--- src/rtl/vga_fb_scanout.sv ---
// vga_fb_scanout
//   Display-side reader of the SRAM frame buffer. It generates 640x480@60 VGA
//   timing, fetches one 16-bit pixel word per visible pixel of the first
//   FB_ROWS rows, and drives RGB and sync to the DAC. O_VIDEO_ON marks the
//   cycles in which this block owns the SRAM port.
//
// Ports
//   I_CLK          pixel clock
//   I_RST_N        asynchronous reset, active-low
//   I_SRAM_DATA    SRAM read data, valid READ_LAT cycles after the address
//   O_SRAM_ADDR    pixel word address (row*H_ACTIVE + col), held between reads
//   O_SRAM_READ    read strobe, one word per cycle
//   O_VIDEO_ON     scanout owns the SRAM port this cycle
//   O_VGA_R/G/B    pixel colour, black outside fetched pixels
//   O_VGA_HS/VS    horizontal / vertical sync, active-low
//   O_VGA_BLANK_N  low outside the visible area
//   O_FRAME_START  high while the raw counters sit at (0,0)
module vga_fb_scanout #(
  parameter int H_ACTIVE = 640,
  parameter int H_FP     = 16,
  parameter int H_SYNC   = 96,
  parameter int H_BP     = 48,
  parameter int V_ACTIVE = 480,
  parameter int V_FP     = 10,
  parameter int V_SYNC   = 2,
  parameter int V_BP     = 33,
  parameter int FB_ROWS  = 400,
  parameter int READ_LAT = 2
) (
  input  logic        I_CLK,
  input  logic        I_RST_N,
  input  logic [15:0] I_SRAM_DATA,
  output logic [17:0] O_SRAM_ADDR,
  output logic        O_SRAM_READ,
  output logic        O_VIDEO_ON,
  output logic [3:0]  O_VGA_R,
  output logic [3:0]  O_VGA_G,
  output logic [3:0]  O_VGA_B,
  output logic        O_VGA_HS,
  output logic        O_VGA_VS,
  output logic        O_VGA_BLANK_N,
  output logic        O_FRAME_START
);

  localparam int H_TOTAL = H_ACTIVE + H_FP + H_SYNC + H_BP;
  localparam int V_TOTAL = V_ACTIVE + V_FP + V_SYNC + V_BP;
  localparam int PIPE    = READ_LAT + 1;

  localparam logic [9:0] H_LAST   = 10'(H_TOTAL - 1);
  localparam logic [9:0] V_LAST   = 10'(V_TOTAL - 1);
  localparam logic [9:0] H_VIS    = 10'(H_ACTIVE);
  localparam logic [9:0] V_VIS    = 10'(V_ACTIVE);
  localparam logic [9:0] FB_LIM   = 10'(FB_ROWS);
  localparam logic [9:0] HS_FIRST = 10'(H_ACTIVE + H_FP);
  localparam logic [9:0] HS_LAST  = 10'(H_ACTIVE + H_FP + H_SYNC - 1);
  localparam logic [9:0] VS_FIRST = 10'(V_ACTIVE + V_FP);
  localparam logic [9:0] VS_LAST  = 10'(V_ACTIVE + V_FP + V_SYNC - 1);

  logic [9:0]  hcnt, vcnt;
  logic        act_raw, fetch_raw, hs_n_raw, vs_n_raw, fs_raw;
  logic [17:0] v_ext, h_ext, addr_raw;
  logic [PIPE-1:0] act_p, fetch_p, hs_p, vs_p;
  logic        unused_data_lsbs;

  // Raster counters; h and v wrap together on the last pixel of the frame.
  always_ff @(posedge I_CLK or negedge I_RST_N) begin
    if (!I_RST_N) begin
      hcnt <= '0;
      vcnt <= '0;
    end else if (hcnt == H_LAST) begin
      hcnt <= '0;
      vcnt <= (vcnt == V_LAST) ? '0 : vcnt + 10'd1;
    end else begin
      hcnt <= hcnt + 10'd1;
    end
  end

  assign act_raw   = (hcnt < H_VIS) && (vcnt < V_VIS);
  assign fetch_raw = act_raw && (vcnt < FB_LIM);
  assign hs_n_raw  = !((hcnt >= HS_FIRST) && (hcnt <= HS_LAST));
  assign vs_n_raw  = !((vcnt >= VS_FIRST) && (vcnt <= VS_LAST));
  assign fs_raw    = (hcnt == '0) && (vcnt == '0);

  assign v_ext = {8'd0, vcnt};
  assign h_ext = {8'd0, hcnt};

  // 640 = 512 + 128, so the row offset is two shifts and an add.
  if (H_ACTIVE == 640) begin : g_addr_shift
    assign addr_raw = (v_ext << 9) + (v_ext << 7) + h_ext;
  end else begin : g_addr_mul
    assign addr_raw = v_ext * 18'(H_ACTIVE) + h_ext;
  end

  always_ff @(posedge I_CLK or negedge I_RST_N) begin
    if (!I_RST_N) begin
      O_SRAM_READ <= 1'b0;
      O_VIDEO_ON  <= 1'b0;
      O_SRAM_ADDR <= '0;
    end else begin
      O_SRAM_READ <= fetch_raw;
      O_VIDEO_ON  <= fetch_raw;
      if (fetch_raw) O_SRAM_ADDR <= addr_raw;
    end
  end

  // Delay decode by READ_LAT+1: one cycle for the address register plus the
  // SRAM latency, so each data word meets its own sync and blank.
  always_ff @(posedge I_CLK or negedge I_RST_N) begin
    if (!I_RST_N) begin
      act_p   <= '0;
      fetch_p <= '0;
      hs_p    <= '1;
      vs_p    <= '1;
    end else begin
      act_p   <= {act_p[PIPE-2:0],   act_raw};
      fetch_p <= {fetch_p[PIPE-2:0], fetch_raw};
      hs_p    <= {hs_p[PIPE-2:0],    hs_n_raw};
      vs_p    <= {vs_p[PIPE-2:0],    vs_n_raw};
    end
  end

  assign O_VGA_BLANK_N = act_p[PIPE-1];
  assign O_VGA_HS      = hs_p[PIPE-1];
  assign O_VGA_VS      = vs_p[PIPE-1];

  // Gating on the delayed fetch flag discards data from reads aborted by reset
  // and keeps unfetched rows and blanking black.
  assign O_VGA_R = fetch_p[PIPE-1] ? I_SRAM_DATA[15:12] : 4'd0;
  assign O_VGA_G = fetch_p[PIPE-1] ? I_SRAM_DATA[11:8]  : 4'd0;
  assign O_VGA_B = fetch_p[PIPE-1] ? I_SRAM_DATA[7:4]   : 4'd0;

  // Frame start tracks the raw counters so the writer side sees the frame
  // boundary immediately; forced low while reset is held.
  assign O_FRAME_START = fs_raw & I_RST_N;

  assign unused_data_lsbs = ^I_SRAM_DATA[3:0];

endmodule

--- config.mk ---
export PLATFORM = sky130hd
export DESIGN_NAME = vga_fb_scanout
export DESIGN_NICKNAME = d
export VERILOG_FILES = /design/src/rtl/vga_fb_scanout.sv
export SDC_FILE = /design/constraint.sdc
export NUM_CORES = 1
export LEC_CHECK = 0
export CORE_MARGIN = 10
export CORE_UTILIZATION = 56
export CTS_BUF_LIST = sky130_fd_sc_hd__clkbuf_16
export CTS_CLUSTER_SIZE = 16
export DETAILED_ROUTE_END_ITERATION = 10
export PLACE_DENSITY_LB_ADDON = 0.1
export SYNTH_ARGS = -nofsm -noshare
export SYNTH_HDL_FRONTEND = slang
export SYNTH_SLANG_ARGS = --single-unit
--- constraint.sdc ---
create_clock -name I_CLK -period 7.5 [get_ports I_CLK]
set_input_delay 0.75 -clock I_CLK [delete_from_list [all_inputs] [get_ports I_CLK]]
set_output_delay 0.75 -clock I_CLK [all_outputs]
set_load 0.05 [all_outputs]
* After elaboration in Yosys (flattened, before gate mapping)
Index checks and enable logic that the tools add are counted.
** Word-level totals
- Register bits after elaboration :: 51
- Bits in latches :: 0
- Logic and storage cells :: 36
- Output and inout bits :: 36
- Memories kept :: 0
- Bits of input ports :: 18
- Memory bits (writable) :: 0
- ROM bits :: 0
** Operators by class
- Add/subtract/negate cells :: 4
- Divide/modulo/power cells :: 0
- Eq/ne operators :: 2
- Bitwise gates (word level) :: 1
- Reduce and logical (&&, ||, !) cells :: 9
- Multipliers :: 0
- Shifts and indexed selects :: 0
- Multiplexer cells :: 5
- Order comparisons :: 7
** Operators with widths (count)
- 10-bit by 1-bit adder with 10-bit output (second input constant) :: 2
- 10-bit == test (second input constant) :: 2
- 10-bit zero test :: 2
- 10-bit by 9-bit < comparator with 1-bit output (second input constant) :: 2
- 10-bit 2-to-1 mux :: 2
- 18-bit by 10-bit adder with 18-bit output :: 1
- 18-bit by 17-bit adder with 18-bit output :: 1
- 4-bit 2-to-1 mux :: 3
- 10-bit greater-or-equal comparator (second input constant) :: 1
- 10-bit by 9-bit greater-or-equal comparator with 1-bit output (second input constant) :: 1
- 10-bit less-or-equal comparator (second input constant) :: 1
- 10-bit by 9-bit less-or-equal comparator with 1-bit output (second input constant) :: 1
- 10-bit < comparator (second input constant) :: 1
- 1-bit logical AND :: 5
- 1-bit zero test :: 2
- 1-bit bitwise AND :: 1

* Logic depth before layout (Yosys ltp)
Gate-level depths: netlist of the first run.
- Depth in word-level cells :: 3
- Mapped depth :: 9
- Mapped depth without buffers :: 9

* Worst setup path before layout of the first run
Ideal clock, no wire load.
- Path type :: register -> output
- Start point :: reg vcnt[4]
- End point :: out O_FRAME_START
- Buffers on the path :: 0
- Cell stages (with the launch flop) :: 4
- Data required time :: 6.750 ns
- Setup slack :: 4.439 ns
- Data arrival time :: 2.311 ns
- Path through :: dfrtp_1 -> or3_4 -> or4_1 -> nor4_2
** Between the ends
- Word-level cells in the longest chain between the ends :: 3
** RTL lines
- start: declaration :: RTL line 59 : logic [9:0] hcnt, vcnt;
- start signal: assignment :: RTL line 72 : vcnt <= (vcnt == V_LAST) ? '0 : vcnt + 10'd1;
- 10-bit zero test :: RTL line 82 : assign fs_raw = (hcnt == '0) && (vcnt == '0);
- 1-bit logical AND :: RTL line 82
- 1-bit bitwise AND :: RTL line 134 : assign O_FRAME_START = fs_raw & I_RST_N;
- end: declaration :: RTL line 42 : output logic O_FRAME_START
Every way passes these cells.

* Worst setup path after layout of the first run
- Start point :: in I_RST_N
- End point :: out O_FRAME_START
** Between the ends
- Word-level cells in the longest chain between the ends :: 1
** RTL lines
- start: declaration :: RTL line 31 : input logic I_RST_N,
- 1-bit bitwise AND :: RTL line 134
Every way passes these cells.

==> results of run 1 <==
area by class of cell:
class                           instances  area [µm²]
Tap cell                               67       83.83
Fill cell                             353        1294
Sequential cell                        50        1259
Timing Repair Buffer                   51       500.5
Multi-Input combinational cell        199        1376
Clock inverter                          3       43.79
Inverter                               11       41.29
Clock buffer                            5       125.1
path summary, 6_finish.rpt:
kind / from / end / slack [ns] / cells past startpoint
worst max-delay path: I_RST_N / O_FRAME_START / 3.65 / 6
worst min-delay path: fetch_p[1]$_DFF_PN0_ / fetch_p[2]$_DFF_PN0_ / 0.35 / 0
worst max register to register: hcnt[9]$_DFF_PN0_ / O_SRAM_ADDR[16]$_DFFE_PN0P_ / 4.90 / 7
worst min register to register: fetch_p[1]$_DFF_PN0_ / fetch_p[2]$_DFF_PN0_ / 0.35 / 0
max in group asynchronous: I_RST_N / vcnt[9]$_DFFE_PN0N_ / 6.51 / 2
min in group asynchronous: I_RST_N / O_SRAM_ADDR[15]$_DFFE_PN0P_ / 0.56 / 2
metal layers:
layer	vias to the layer above	global-route usage	wire length, µm
li1	1010	-	-
met1	955	0.1937	2745
met2	61	0.2046	2440
met3	10	0.03990	337
met4	0	0.04447	79
met5	-	0	0
state kept, by name (all words and copies together), names as in the netlist:
signal	count
fetch_p	3
hs_p	3
O_SRAM_ADDR	18
vcnt	10
hcnt	10
act_p	3
vs_p	3
critical path, delay by kind of cell:
family | cells | cell delay [ns]
buffers and inverters | 3 | 1.43
AND/OR/NAND/NOR | 3 | 0.88
layout by cell type, fill, tap and decap left out, drive strengths merged, types with 4 or more instances in the layout:
master,instances
and2,15
xnor2,9
ha,22
or4,4
clkbuf,5
dfrtp,44
a21oi,5
dfstp,6
and3,4
nor3,5
o21ai,19
clkdlybuf4s50,48
nor4,4
inv,12
nand3,8
xor2,8
nor2,18
nand2,48
logic make-up after synthesis:
group	after synthesis
fa+ha+maj	24
buf+inv	18
mux	3
xor+xnor	17
compound gates	39
flops	50
simple gates	116
through the flow:
| step | instances | total power [µW] |
|---|---|---|
| floorplan | 267 | 289.4 |
| global placement | 378 | 307.8 |
| detailed placement | 378 | 308.1 |
| CTS | 386 | 561.6 |
| global route | 386 | 577.0 |
| finish | 386 | 557.3 |
report_power, final:
part / switching [µW] / internal [µW] / leakage [µW]
Combinational: 19.9 / 12.9 / 0.000889
Sequential: 0 / 270 / 0.000622
Clock: 96.9 / 158 / 0.0000842
==> out/metrics.csv, run 1 <==
stage,metric,value,unit
run_status,run status,finished clean,
cts,H-tree level count,2,
route,Avg WL per Cell,14.52,µm
grt,Congestion Overflow GR,0,
cts,post_cts resized,0,
route,Routed Antenna Nets,0,
sta,setup TNS,0,ns
place,pre-CTS WS,3.664,ns
sta,Final period util,0.5127,
yosys,sequential area share after synthesis,0.4625,
floorplanning,Core Footprint,0.004723,mm²
sta,FMAX,0.2601,GHz
place,final RePlAce weighted congestion,0.8312,
route,average vias per placed instance,5.275,
cts,CTS Sinks,50,
floorplanning,Row Count,25,
setup_path,worst path arrival time,3.10,ns
cts,postcts setup bufs,0,
yosys,cell taking the most area after synthesis,dfrtp_1,
cells_and_area,synthesis-to-finish area growth,26.02,%
cts,hold_buf cts,0,
place,HPWL after DPL,4165,µm
grt,GRT Total Usage,0.1401,
yosys,Post-Syn Instances,267,
grt,first-pass GRT wire length,9591,µm
yosys,largest family of logic cells by synthesized area,simple AND/OR/NAND/NOR gates,
setup_path,crit-path max FO,51,
floorplanning,# IOs,54,
yosys,synthesized cell area,0.002721,mm²
cts,CTS Buf Count,5,
sta,RSZ-0062 raised after global routing,no,
route,First DRT Iteration DRCs,78,
route,Vias,2036,
sta,Tmin final,3.845,ns
route,1st-pass router iterations,4,
job,maxcap violations,0,
yosys,#FFs+latches synth,50,
setup_path,critical path cell sequence,buf_2 > buf_4 > nand4b_1 > or4_1 > nor4_2 > clkdlybuf4s50_1,
setup_path,Worst setup SP type,input pin,
cells_and_area,layout cells sized above 1,0.1066,
yosys,Syn. warnings,0,
floorplanning,Die Y,89.71,µm
cts,"Reg clk slew, reported paths",0.07,ns
grt,vias in the first global route,1904,
setup_path,WS Path Type,input pin to output port,
place,number of port buffers,49,
yosys,share of synthesized flip-flops with an asynchronous set or reset,1.000,
sta,final hold violations,0,
sta,Worst slew margin,0.5834,
place,"Cell Area, Placed",0.003261,mm²
yosys,"EDFF count, synth",0,
yosys,syn nets,309,
yosys,Simple-Gate Fraction of Synth Area,0.2336,
setup_path,CP peak stage delay,0.86,ns
yosys,Synth Area in Compound Gates,0.08966,
yosys,Main synth FF type,dfrtp_1,
yosys,Post-Synth Adder-Cell Area,0.1159,
pwr,Max rail drop VDD,0.1272,mV
grt,initial antenna violation count,0,
cts,CTS tree,built,
sta,clock skew,0.004590,ns
sta,final setup margin,3.655,ns
sta,WHS,0.3490,ns
yosys,Synth top cells by count,"nand2_1, dfrtp_1, ha_1",
cts,Max Root-Sink Buffers,2,
yosys,Synth Area in XOR/XNOR,0.05471,
cells_and_area,Final Util,0.7261,
yosys,multiplexer share of the synthesized area,0.01195,
worst_hold_path,Min-Delay Path Class,flop to flop,
yosys,"count leader, synth",nand2_1,
cts,worst-skew pair later-pin latency,0.29,ns
floorplanning,die area,0.008048,mm²
cells_and_area,Nets,360,
sta,Setup-failing EPs final,0,
setup_path,CP Capture Type,output port,
grt,largest net degree at the start of global routing,52,
pwr,Power Dens Cells,162.5,mW/mm²
setup_path,"Req. time, crit path",6.75,ns
yosys,"Avg Cell Area, Syn",10.19,µm²
cts,root buf cell,clkbuf_16,
pwr,P_leak,0.001595,µW
sta,Worst-Margin Slew,0.6248,ns
cells_and_area,Ant. Diodes,0,
route,Detailed Route WL,5603,µm
yosys,Netlist cell types,50,
floorplanning,Die W,89.71,µm
setup_path,worst-path cell with the longest stage delay,clkdlybuf4s50_1,
yosys,Synth top area share,0.4046,
cells_and_area,fin area,0.003430,mm²
floorplanning,Starting Density,0.5762,
route,drt drc,0,
yosys,Synth area leaders,"dfrtp_1, ha_1, nand2_1",
sta,Final Max Slew Viols,0,
Power figures use the tool's default switching activity.
==> run 2: changes to the inputs <==
--- a/config.mk
+++ b/config.mk
@@ -6,7 +6,7 @@
 export NUM_CORES = 1
 export LEC_CHECK = 0
 export CORE_MARGIN = 10
-export CORE_UTILIZATION = 56
+export CORE_UTILIZATION = 47
 export CTS_BUF_LIST = sky130_fd_sc_hd__clkbuf_16
 export CTS_CLUSTER_SIZE = 16
 export DETAILED_ROUTE_END_ITERATION = 10
==> constraint.sdc (replaced) <==
create_clock -name I_CLK -period 3.53 [get_ports I_CLK]
set_input_delay 0.353 -clock I_CLK [delete_from_list [all_inputs] [get_ports I_CLK]]
set_output_delay 0.353 -clock I_CLK [all_outputs]
set_load 0.05 [all_outputs]
==> run 2 against run 1 <==
  * Combinational power grew 110%
  * Register-to-register slack lost 3.9 ns
  * Global-route usage decreased by 1.5 points
  * Design area fell by 0.66%
  * Largest power group unchanged
  * Worst setup slack got worse by 3.3 ns
  * Sequential cell count unchanged
  * Largest cell class unchanged
  * Critical path type is now flop to output port
  * Die area increased by 15%
==> out/metrics.csv, run 2 (synthesis gave the netlist of run 1 again) <==
stage,metric,value,unit,change
sta,Worst slew margin,0.5888,,was 0.5834
sta,Tmin final,3.155,ns,
cells_and_area,flip-flop and latch area,0.001259,mm²,unchanged
route,drt drc,0,,unchanged
pwr,P_leak,0.001583,µW,was 0.001595 µW
cts,worst-skew pair later-pin latency,0.29,ns,about the same
cts,"Reg clk slew, reported paths",0.06,ns,was 0.07 ns
place,final RePlAce weighted congestion,0.7765,,was 0.8312
cts,H-tree level count,2,,unchanged
route,Avg WL per Cell,14.28,µm,was 14.52 µm
pwr,Max rail drop VDD,0.2282,mV,was 0.1272 mV
place,number of port buffers,49,,unchanged
floorplanning,Starting Density,0.4882,,was 0.5762
grt,vias in the first global route,1873,,was 1904
cells_and_area,Regs by FF count,"O_SRAM_ADDR (18), hcnt (10), vcnt (10)",,unchanged
sta,FMAX,0.3169,GHz,
floorplanning,die area,0.009233,mm²,was 0.008048 mm²
run_status,run status,finished clean,,unchanged
cts,postcts setup bufs,0,,unchanged
route,average vias per placed instance,5.056,,was 5.275
floorplanning,Row Count,27,,was 25
sta,final hold violations,0,,unchanged
setup_path,worst path arrival time,2.80,ns,was 3.10 ns
sta,WHS,0.2284,ns,was 0.3490 ns
floorplanning,Core Footprint,0.005574,mm²,was 0.004723 mm²
cts,hold_buf cts,0,,unchanged
grt,initial antenna violation count,0,,unchanged
sta,Worst-Margin Slew,0.6168,ns,was 0.6248 ns
cts,CTS Sinks,50,,unchanged
cts,post_cts resized,0,,unchanged
pwr,Power Dens Cells,322.5,mW/mm²,was 162.5 mW/mm²
cts,CTS Buf Count,5,,unchanged
place,HPWL after DPL,4294,µm,was 4165 µm
sta,Final Max Slew Viols,0,,unchanged
job,maxcap violations,0,,unchanged
route,First DRT Iteration DRCs,81,,was 78
cells_and_area,Largest register FFs,18,,unchanged
grt,GRT Total Usage,0.1253,,was 0.1401
cells_and_area,Filler cells,502,,was 353
route,Vias,1977,,was 2036
cells_and_area,Largest Register,O_SRAM_ADDR,,unchanged
cells_and_area,Multi-input gate area,0.001376,mm²,unchanged
setup_path,WS Path Type,flop to output port,,was input pin to output port
cells_and_area,layout cells sized above 1,0.1003,,was 0.1066
cells_and_area,Nets,360,,unchanged
cts,CTS tree,built,,unchanged
floorplanning,# IOs,54,,unchanged
grt,Congestion Overflow GR,0,,unchanged
cells_and_area,"commonest non-fill, non-tap cells in the layout","nand2_1, clkdlybuf4s50_1, dfrtp_1",,unchanged
route,Detailed Route WL,5582,µm,was 5603 µm
setup_path,crit-path max FO,10,,was 51
sta,RSZ-0062 raised after global routing,no,,unchanged
grt,largest net degree at the start of global routing,51,,was 52
setup_path,RR Startpoint,vcnt[2]$_DFFE_PN0N_,,was hcnt[9]$_DFF_PN0_
sta,clock skew,0.004087,ns,was 0.004590 ns
setup_path,Worst setup SP type,flop,,was input pin
setup_path,CP Capture Type,output port,,unchanged
sta,Setup-failing EPs final,0,,unchanged
floorplanning,Die W,96.09,µm,was 89.71 µm
setup_path,Worst Setup SP,vcnt[4]$_DFFE_PN0N_,,was I_RST_N
route,1st-pass router iterations,4,,unchanged
cells_and_area,synthesis-to-finish area growth,25.20,%,was 26.02%
route,Routed Antenna Nets,0,,unchanged
cts,root buf cell,clkbuf_16,,unchanged
setup_path,"Req. time, crit path",3.18,ns,was 6.75 ns
cts,Max Root-Sink Buffers,2,,unchanged
sta,Final period util,0.8938,,
sta,setup TNS,0,ns,unchanged
cells_and_area,Ant. Diodes,0,,unchanged
worst_hold_path,Min-Delay Path Class,input pin to asynchronous set/reset pin,,was flop to flop
floorplanning,Die Y,96.09,µm,was 89.71 µm
grt,first-pass GRT wire length,9121,µm,was 9591 µm
[run 2: final cells by class]
| class | instances | area share |
|---|---|---|
| clock buffer | 5 | 0.03672 |
| multi-input combinational | 199 | 0.4040 |
| sequential | 50 | 0.3694 |
| clock inverter | 3 | 0.004407 |
| timing repair buffer | 51 | 0.1469 |
| inverter | 11 | 0.01212 |
| tap | 72 | 0.02644 |
[run 2: path summary, 6_finish.rpt]
kind	slack, ns	cells after the start	to
setup / recovery	0.37	4	O_FRAME_START
hold / removal	0.23	2	O_SRAM_ADDR[14]$_DFFE_PN0P_
setup reg to reg	0.97	8	O_SRAM_ADDR[16]$_DFFE_PN0P_
hold reg to reg	0.35	0	fetch_p[2]$_DFF_PN0_
max in group asynchronous	2.88	2	O_SRAM_ADDR[2]$_DFFE_PN0P_
min in group I_CLK	0.35	0	fetch_p[2]$_DFF_PN0_
[run 2: critical path, stage by stage (launching register included)]
cell,delay (ns)
dfrtp_1,0.49
or3_4,0.43
or4_1,0.54
nor4_2,0.22
clkdlybuf4s50_1,0.84
[run 2: report_power, final]
part	switching (µW)	total, µW	internal (µW)
registers	0	573	573
logic	42.8	70.3	27.5
clock network	198	455	257
total	241	1100	858
[run 2: routing by layer]
metal  global-route usage  up-vias  wire, µm
met4              0.04054        0        68
met2               0.1833       46      2260
met3              0.03658        7       453
met5                    0        -         0
met1               0.1733      911      2799
li1                     -     1013         -
[run 2: per-stage QoR]
stage | util | area [µm²] | total power (µW) | setup slack (ns) | instances
after detailed placement | 0.5861 | 3267 | 655.4 | 0.6640 | 383
after CTS | 0.6112 | 3407 | 1110 | 0.3340 | 391
after global routing | 0.6112 | 3407 | 1143 | 0.2037 | 391
after floorplan | - | 2721 | 614.9 | 0.8664 | 267
final | 0.6112 | 3407 | 1099 | 0.3747 | 391
after global placement | 0.5861 | 3267 | 655.1 | 0.6523 | 383
==> run 3: changes to the inputs <==
--- a/config.mk
+++ b/config.mk
@@ -5,7 +5,7 @@
 export SDC_FILE = /design/constraint.sdc
 export NUM_CORES = 1
 export LEC_CHECK = 0
-export CORE_MARGIN = 10
+export CORE_MARGIN = 4
 export CORE_UTILIZATION = 47
 export CTS_BUF_LIST = sky130_fd_sc_hd__clkbuf_16
 export CTS_CLUSTER_SIZE = 16
==> run 3 against run 2 <==
  * Final cell count unchanged
  * Non-clock buffer count unchanged
  * Via count barely moved
  * Worst hold slack worse by 0.024 ns
  * Critical path depth did not move
  * First-iteration DRC count is 14% higher
  * Worst setup slack got worse by 0.0050 ns
  * Sequential power barely moved
  * Power grew 0.62%
  * Clock power rose by 2%
  * Global-route usage increased by 3.4 points
  * Critical path type unchanged
  * Largest cell class unchanged
  * Largest power group unchanged
==> out/metrics.csv, run 3 (synthesis gave the netlist of run 1 again) <==
stage,metric,value,unit,change
sta,FMAX,0.3164,GHz,was 0.3169 GHz
setup_path,WS Path Type,flop to output port,,unchanged
floorplanning,Die Y,84.09,µm,was 96.09 µm
place,pre-CTS WS,0.6819,ns,was 0.6640 ns
sta,Tmin final,3.160,ns,was 3.155 ns
setup_path,CP peak stage delay,0.84,ns,about the same
grt,vias in the first global route,1920,,was 1873
place,final RePlAce weighted congestion,0.7836,,was 0.7765
setup_path,CP Capture Type,output port,,unchanged
cts,post_cts resized,0,,unchanged
grt,GRT Total Usage,0.1594,,was 0.1253
grt,GR peak layer,met2,,unchanged
grt,first-pass GRT wire length,9135,µm,was 9121 µm
setup_path,r2r setup slk,0.94,ns,was 0.97 ns
setup_path,Worst setup SP type,flop,,unchanged
cells_and_area,Largest Register,O_SRAM_ADDR,,unchanged
cts,CTS tree,built,,unchanged
worst_hold_path,Min-Delay Path Class,input pin to asynchronous set/reset pin,,unchanged
grt,largest net degree at the start of global routing,51,,unchanged
route,average vias per placed instance,5.054,,was 5.056
cts,CTS Buf Count,5,,unchanged
cells_and_area,Nets,360,,unchanged
sta,Setup-failing EPs final,0,,unchanged
cts,postcts setup bufs,0,,unchanged
setup_path,"Req. time, crit path",3.18,ns,about the same
route,Routed Antenna Nets,0,,unchanged
cts,Max Root-Sink Buffers,2,,unchanged
floorplanning,# IOs,54,,unchanged
route,Vias,1976,,was 1977
sta,RSZ-0062 raised after global routing,no,,unchanged
cells_and_area,Regs by FF count,"O_SRAM_ADDR (18), hcnt (10), vcnt (10)",,unchanged
setup_path,crit-path max FO,10,,unchanged
floorplanning,Core Footprint,0.005574,mm²,unchanged
sta,Worst slew margin,0.5891,,was 0.5888
route,Avg WL per Cell,13.29,µm,was 14.28 µm
cells_and_area,layout cells sized above 1,0.1003,,unchanged
cts,H-tree level count,2,,unchanged
setup_path,CP Capture Point,O_FRAME_START,,unchanged
grt,initial antenna violation count,0,,unchanged
sta,Final period util,0.8953,,was 0.8938
cells_and_area,Largest register FFs,18,,unchanged
cts,hold_buf cts,0,,unchanged
cells_and_area,Ant. Diodes,0,,unchanged
sta,clock skew,0.002564,ns,was 0.004087 ns
pwr,Power Dens Cells,324.4,mW/mm²,was 322.5 mW/mm²
sta,final hold violations,0,,unchanged
place,HPWL after DPL,3963,µm,was 4294 µm
setup_path,"delay-heaviest family, CP",simple AND/OR/NAND/NOR gates,,unchanged
setup_path,worst r2r path cells,8,,unchanged
floorplanning,Die W,84.09,µm,was 96.09 µm
setup_path,RR Startpoint,vcnt[2]$_DFFE_PN0N_,,unchanged
floorplanning,Starting Density,0.4882,,unchanged
setup_path,worst path arrival time,2.81,ns,was 2.80 ns
sta,Worst-Margin Slew,0.6164,ns,was 0.6168 ns
place,number of port buffers,49,,unchanged
cells_and_area,"commonest non-fill, non-tap cells in the layout","nand2_1, clkdlybuf4s50_1, dfrtp_1",,unchanged
cts,"Reg clk slew, reported paths",0.06,ns,about the same
sta,WHS,0.2047,ns,was 0.2284 ns
run_status,run status,finished clean,,unchanged
grt,Congestion Overflow GR,0,,unchanged
grt,grt met2 use,0.2382,,was 0.1833
setup_path,buffer and inverter count on the worst path,1,,unchanged
cells_and_area,Final Util,0.6114,,was 0.6112
cts,CTS Sinks,50,,unchanged
setup_path,Critical R2R Capture,O_SRAM_ADDR[16]$_DFFE_PN0P_,,unchanged
setup_path,Worst path depth,4,,unchanged
route,1st-pass router iterations,6,,was 4
cts,root buf cell,clkbuf_16,,unchanged
setup_path,critical path cell sequence,or3_4 > or4_1 > nor4_2 > clkdlybuf4s50_1,,unchanged
sta,final setup margin,0.3698,ns,was 0.3747 ns
setup_path,worst-path cell with the longest stage delay,clkdlybuf4s50_1,,unchanged
route,First DRT Iteration DRCs,92,,was 81
cells_and_area,synthesis-to-finish area growth,25.24,%,was 25.20%
pwr,P_leak,0.001580,µW,was 0.001583 µW
cts,worst-skew pair later-pin latency,0.29,ns,about the same
pwr,Max rail drop VDD,0.2871,mV,was 0.2282 mV
job,maxcap violations,0,,unchanged
grt,met1 usage in global routing,0.2222,,was 0.1733
route,Detailed Route WL,5196,µm,was 5582 µm
sta,setup TNS,0,ns,unchanged
grt,met3 Track Usage GR,0.04541,,was 0.03658
floorplanning,Row Count,27,,unchanged
route,drt drc,0,,unchanged
sta,Final Max Slew Viols,0,,unchanged
floorplanning,die area,0.007071,mm²,was 0.009233 mm²
setup_path,Worst Setup SP,vcnt[4]$_DFFE_PN0N_,,unchanged
==> run 3: changes by cell type in the layout (fill, tap and decap cells not counted), sizes merged <==
cell,change
clkinv,+3
inv,-2
clkinvlp,-1
==> run 3: cell type report <==
type / count / area [µm²]
Fill cell: 493 / 2166
Multi-Input combinational cell: 199 / 1376
Sequential cell: 50 / 1259
Timing Repair Buffer: 51 / 500.5
Clock buffer: 5 / 125.1
Tap cell: 72 / 90.09
Inverter: 11 / 41.29
Clock inverter: 3 / 16.27
==> run 3: report_power, final <==
part           leakage (µW)  total, µW  switching, µW  internal [µW]
logic              0.000889       69.4           41.9           27.5
registers          0.000622        573              0            573
clock network     0.0000689        463            204            259
total               0.00158       1110            246            860
==> run 3: metrics by stage <==
stage	power [µW]	std cells	cell area, µm²
after floorplan	614.9	267	2721
after global placement	654.5	383	3267
after detailed placement	654.6	383	3267
after CTS	1119	391	3408
after global routing	1145	391	3408
final	1106	391	3408
==> run 3: how the worst min path moves through the flow <==
stage	endpoint	startpoint	slack [ns]
final	O_SRAM_ADDR[16]$_DFFE_PN0P_	I_RST_N	0.20
after global routing	vcnt[6]$_DFFE_PN0N_	I_RST_N	0.29
after CTS	vcnt[8]$_DFFE_PN0N_	I_RST_N	0.25
after detailed placement	fetch_p[2]$_DFF_PN0_	fetch_p[1]$_DFF_PN0_	0.34
after global placement	act_p[2]$_DFF_PN0_	act_p[1]$_DFF_PN0_	0.33
after floorplan	O_SRAM_ADDR[0]$_DFFE_PN0P_	I_RST_N	0.06
==> run 3: layer usage <==
layer | up-vias | part of all wire
li1 | 1021 | -
met1 | 902 | 0.50
met2 | 47 | 0.42
met3 | 6 | 0.064
met4 | 0 | 0.014
met5 | - | 0
